**src/rtl/cla_16_bit_ripple.sv**
```systemverilog
// Registered 16-bit adder: {c_out, sum} = a + b + c_in, built from four 4-bit carry-lookahead slices with ripple between slices.
// Ports: clk, rst_n (async active-low), a/b [15:0] operands, c_in carry-in; sum [15:0], c_out registered result.
// Latency 1 cycle; no enable or backpressure, a new result is captured on every rising clk edge.
module cla_16_bit_ripple (
  input  logic        clk,
  input  logic        rst_n,
  input  logic [15:0] a,
  input  logic [15:0] b,
  input  logic        c_in,
  output logic [15:0] sum,
  output logic        c_out
);

  logic [15:0] sum_d;
  logic [15:0] sum_q;
  logic        c_out_d;
  logic        c_out_q;

  // Per-slice working values, rewritten for each slice in the loop below.
  logic [3:0]  slice_g;
  logic [3:0]  slice_p;
  logic [4:0]  slice_c;   // slice_c[0] is the slice carry-in, slice_c[4] its carry-out
  logic        ripple_c;  // carry handed from one slice to the next

  // Each slice computes all four carries directly from g, p and its carry-in
  // (two-level sum of products); only the slice carry-out ripples onward.
  always_comb begin
    sum_d    = '0;
    slice_g  = '0;
    slice_p  = '0;
    slice_c  = '0;
    ripple_c = c_in;
    for (int k = 0; k < 4; k++) begin
      slice_g    = a[4*k +: 4] & b[4*k +: 4];
      slice_p    = a[4*k +: 4] ^ b[4*k +: 4];
      slice_c[0] = ripple_c;
      slice_c[1] = slice_g[0]
                 | (slice_p[0] & slice_c[0]);
      slice_c[2] = slice_g[1]
                 | (slice_p[1] & slice_g[0])
                 | (slice_p[1] & slice_p[0] & slice_c[0]);
      slice_c[3] = slice_g[2]
                 | (slice_p[2] & slice_g[1])
                 | (slice_p[2] & slice_p[1] & slice_g[0])
                 | (slice_p[2] & slice_p[1] & slice_p[0] & slice_c[0]);
      slice_c[4] = slice_g[3]
                 | (slice_p[3] & slice_g[2])
                 | (slice_p[3] & slice_p[2] & slice_g[1])
                 | (slice_p[3] & slice_p[2] & slice_p[1] & slice_g[0])
                 | (slice_p[3] & slice_p[2] & slice_p[1] & slice_p[0] & slice_c[0]);
      sum_d[4*k +: 4] = slice_p ^ slice_c[3:0];
      ripple_c        = slice_c[4];
    end
    c_out_d = ripple_c;
  end

  always_ff @(posedge clk or negedge rst_n) begin
    if (!rst_n) begin
      sum_q   <= '0;
      c_out_q <= 1'b0;
    end else begin
      sum_q   <= sum_d;
      c_out_q <= c_out_d;
    end
  end

  assign sum   = sum_q;
  assign c_out = c_out_q;

endmodule

```
**config.mk**
```make
export PLATFORM = sky130hd
export DESIGN_NAME = cla_16_bit_ripple
export DESIGN_NICKNAME = d
export VERILOG_FILES = /design/src/rtl/cla_16_bit_ripple.sv
export SDC_FILE = /design/constraint.sdc
export NUM_CORES = 1
export LEC_CHECK = 0
export CORE_MARGIN = 1
export CORE_UTILIZATION = 35
export CTS_CLUSTER_DIAMETER = 150
export DETAILED_ROUTE_END_ITERATION = 16
export GPL_TIMING_DRIVEN = 0
export PLACE_DENSITY = 0.73
export SLEW_MARGIN = 10
export SYNTH_ARGS = -nofsm -noshare
export SYNTH_HDL_FRONTEND = slang
export SYNTH_SLANG_ARGS = --single-unit
```
**constraint.sdc**
```tcl
create_clock -name clk -period 0.8 [get_ports clk]
set_clock_uncertainty 0.2 [all_clocks]
set_input_delay 0.12 -clock clk [delete_from_list [all_inputs] [get_ports clk]]
set_output_delay 0.12 -clock clk [all_outputs]
set_load 0.01 [all_outputs]
```
== Word level (Yosys, flattened, before mapping) ==
Cells that the tools add are included.
Operators by class
  bitwise operators: 116
Operators with widths (count)
  $and A1 B1 Y1: 64
  $or A1 B1 Y1: 40
  $xor A4 B4 Y4: 8
  $and A4 B4 Y4: 4
Word-level totals
  bits in registers: 17
  output and inout port bits: 17
  logic and storage cells: 118

== Logic depth before layout (Yosys ltp) ==
  word-level depth: 13
  mapped depth: 7
  gate-level depth less buffers: 7

== Least setup slack after synthesis ==
No wires, ideal clock.
  path kind: in2reg
  start: input a[0]
  end: register sum_q[9] (netlist: sum[9])
  setup time: 128 ps
  arrival time: 1880 ps
  required time: 472 ps
  setup slack: -1408 ps
  stages on the path: 7
  buffers on the path: 0
  cell sequence: ha_1 a211oi_2 o21bai_1 and2_1 a311o_2 fa_1 xor2_1
Between the ends
  word-level cells in the longest chain between the ends: 9
Ends and longest elaborated chain
  start: declaration: RTL line 7  | input logic [15:0] a,
  $and A4 B4 Y4 or $xor A4 B4 Y4 (tied branches): RTL line 34, 35
  $and A1 B1 Y1, on equally long branches: RTL line 49, 50
  $or A1 B1 Y1 or $and A1 B1 Y1 (tied branches): RTL line 49, 50
  $or A1 B1 Y1 (*): RTL line 50  | | (slice_p[3] & slice_p[2] & slice_p[1] & slice_p[0] & slice_c[0]);
  $and A1 B1 Y1 (*): RTL line 50
  $or A1 B1 Y1 (*): RTL line 50
  $and A1 B1 Y1 (*): RTL line 38  | | (slice_p[0] & slice_c[0]);
  $or A1 B1 Y1 (*): RTL line 38
  $xor A4 B4 Y4 (*): RTL line 51  | sum_d[4*k +: 4] = slice_p ^ slice_c[3:0];
  named net sum_d[9]: RTL line 14  | logic [15:0] sum_d;
  end signal: assignment: RTL line 62  | sum_q <= sum_d;
  end: declaration: RTL line 15  | logic [15:0] sum_q;
Mark *: on every way through the listed nets, which the timed path passes. The rest lies on a longest branch.

== Worst setup path after layout ==
  start: input b[0]
  end: register sum_q[9] (netlist: sum[9])
Between the ends
  word-level cells in the longest chain between the ends: 9
Ends and longest elaborated chain
  start: declaration: RTL line 8  | input logic [15:0] b,
  $and A4 B4 Y4 or $xor A4 B4 Y4 (tied branches): RTL line 34, 35
  $and A1 B1 Y1, on equally long branches: RTL line 49, 50
  $or A1 B1 Y1 or $and A1 B1 Y1 (tied branches): RTL line 49, 50
  $or A1 B1 Y1 (*): RTL line 50
  $and A1 B1 Y1 (*): RTL line 50
  $or A1 B1 Y1 (*): RTL line 50
  $and A1 B1 Y1 (*): RTL line 38
  $or A1 B1 Y1 (*): RTL line 38
  $xor A4 B4 Y4 (*): RTL line 51
  named net sum_d[9]: RTL line 14
Marks and branches as above.

==> run summary <==
* 12.7 um — detail-routed net length per standard cell
* 2680 um — overall routed net length
* 1.00 — share of flip-flops with an asynchronous set or reset
* 0.312 — switching power as a share of total power
* 0.000875 W — switching power of the nets
* 1,017 — total via count in the routed design
* 0 — Congestion Overflow GR
* 17 — synthesized flop and latch total
* clkbuf_4 — clock root buffer
* 0.382 — part of the power in registers
* 1.82 ns — Arrival @ worst endpoint
* 150 — Post-Syn Nets
* finished with violations — run status
* 425 um^2 — sequential standard cell area
* 0 — total number of yosys warnings
* 2.31 — period utilization
* 0.638 — final design utilization
* 3 — clock buffers created by TritonCTS
* 1 — Clock H-tree levels
* 172 um — total met3 wirelength after detailed routing
* 0 — Antenna Violating Nets Remaining
* 4.82 — vias per cell
* 0.00280 W — Overall Power
* 0.160 — Clk pwr share
* 17 — TritonCTS sink count
* yes — TritonCTS clock tree
* 0 — reported max-cap violation count
* 0.78 ns — Required @ worst endpoint
* dfrtp_1 — leading register cell type out of synthesis
* 18 — hold violation count in the final report
* 2 — Clock Tree Buf Depth
* 1450 nW/um^2 — pwr dens
* 863 um^2 — combined area of the multi-input logic cells
* 58.4 um — die height
* 0 — count of inserted antenna diode cells
* 3410 um^2 — die area
* input pin to asynchronous set/reset pin — min-delay worst type
* 51 — IO Port Bufs
* 0 — number of design rule violations left after detail routing
* 18 — maximum number of pins on one net before global-route repair
* 0.10 ns — Clk pin slew, worst setup/hold paths
* 1430 um — Routed met2 length
* 0.167 — global routing usage summed across all routing layers
* 3 — CP Max Fanout
* 20 — number of placement rows
* 4 — DR pass1 iterations
* dfrtp_1 — most instantiated library cell after synthesis
* 0 — number of antenna violations at the first check in global routing
* 0 — number of enable-type register cells in the synthesized netlist
* 211 — post-layout instance count excluding filler cells
* 4340 um — first-pass GRT wire length
* 3030 um^2 — area of the placeable core
* 190 — Post-Place Cells
* 0.753 ns — slew at the pin closest to its max-slew limit
* met4 — Highest Signal Layer
* 0.688 — placer's final routability congestion estimate
* 272 — Layout fillers
* 0.368 — initial standard-cell utilization of the core
* 11.7 um^2 — Avg Cell Area, Syn
* 0 — number of slew-limit violations in the final report
* hold timing, setup timing — failing checks
* 0.521 — share of post-route cells with drive strength above 1
* flip-flop — kind of end point of the critical path
* -0.229 ns — tightest hold margin
* 0.00193 W — Internal
* 8 — detailed router's first-iteration violation count
* 73.6% — Layout Area Growth over Synthesis
* 2010 um — half-perimeter wire length after placement
* -1.05 ns — fin worst setup slack
* 95 — Post-Syn Instances
* input pin to flip-flop — path type of the worst setup path
* 1,020 — number of global-route vias before repair
* 58.4 um — Die X-Extent
* 52 — number of top-level pins
* 0.382 — area share of the leading cell type in the synthesized netlist
* 542 MHz — peak clock frequency supported by timing
* 0.458 — combinational group share of total power
* dfrtp_1 — cell accounting for the most synthesized area
* 0.888 nW — leakage power figure
* 0.000509 V — Worst IR Drop VDD
* 1110 um^2 — netlist area before placement
* 223 — final net count
* 0.382 — sequential share of the synthesized area
* 34 — count of endpoints failing setup in the final report
* 1040 um — routed metal-1 wire length
* 29 — count of cell types in the netlist
* 1.85 ns — Tmin final
* dfrtp_1 38%, ha_1 18%, fa_1 7.2%, a21o_1 4.7%, xnor2_1 4.7% — leading cell types by total area after synthesis
* 17 x dfrtp_1, 16 x ha_1, 7 x a21o_1 — Commonest cells post-synth
* yes — unrepaired setup endpoints after global routing
* input pin — CP startpoint kind
* 0.498 — Slew HR
## final timing paths
check                       from           endpoint  slack [ns]  cells after the start
max in group asynchronous  rst_n   sum[4]$_DFF_PN0_        0.16                      1
min in group clk            a[1]   sum[1]$_DFF_PN0_       -0.02                      3
worst min-delay path       rst_n  sum[13]$_DFF_PN0_       -0.23                      1
worst max-delay path        b[0]   sum[9]$_DFF_PN0_       -1.05                      8
## what timing repair did
item                                    CTS  global route
endpoints found under the setup margin   51            51
buffers inserted                         16             1
cloned                                    0             0
pin swaps                                29            15
hold endpoints to repair                 18            18
resized for setup                       151            11
## placed cells by master (no fill, tap or decap), drive strengths merged, types with 6 or more instances in the layout
master,n
dfrtp,17
buf,45
clkbuf,7
a21o,8
a21oi,6
ha,16
xnor2,6
clkdlybuf4s50,9
dlygate4sd2,9
## cells by family (layout without fill, tap and decap cells)
logic type | Yosys count | in the layout | share of synthesized area
adders and majority gates | 20 | 20 | 0.252
DFF | 17 | 17 | 0.382
xor gates and xnor gates | 10 | 10 | 0.0786
AOI/OAI and AO/OA | 28 | 28 | 0.193
buffers and inverters | 4 | 76 | 0.0135
and+or+nand+nor | 16 | 16 | 0.0809
## cell type report
type / instances / area share
multi-input combinational: 74 / 0.447
timing repair buffer: 68 / 0.280
sequential: 17 / 0.220
tap: 44 / 0.0285
clock buffer: 4 / 0.0136
inverter: 4 / 0.0117
## metrics by stage
step,TNS (ns),setup WS [ns],hold WS [ns],instance area [um^2]
finish,-18.13,-1.05,-0.229,1930
global route,-19.13,-1.05,-0.174,1930
CTS,-18.74,-1.11,-0.171,1910
detailed placement,-39.08,-1.82,0.413,1810
global placement,-37.91,-1.77,0.400,1810
floorplan,-13.34,-1.20,-0.376,1240
## sequential cells by signal (all words and copies together), names as in the netlist
signal / flops
c_out: 1
sum: 16
## layer usage
metal / up-vias / track usage
met4: 0 / 0.0714
li1: 493 / -
met3: 4 / 0.0154
met5: - / 0
met1: 484 / 0.185
met2: 36 / 0.323
## power by group through the flow
stage / Combinational [W] / Clock [W] / Sequential, W
2_1_floorplan: 0.000506 / 0 / 0.00119
3_3_place_gp: 0.00124 / 0 / 0.00109
3_5_place_dp: 0.00127 / 0 / 0.00109
4_1_cts: 0.00125 / 0.000464 / 0.00107
5_1_grt: 0.00140 / 0.000525 / 0.00108
6_report: 0.00128 / 0.000449 / 0.00107
## worst max-delay path: stages
cell and delay, ns:
buf_8 0.10, ha_4 0.24, a211oi_4 0.23, o21bai_1 0.11, and2_4 0.15, a311o_2 0.36, fa_2 0.37, xor2_1 0.14
Note: power is estimated with default switching activity, not from simulation.
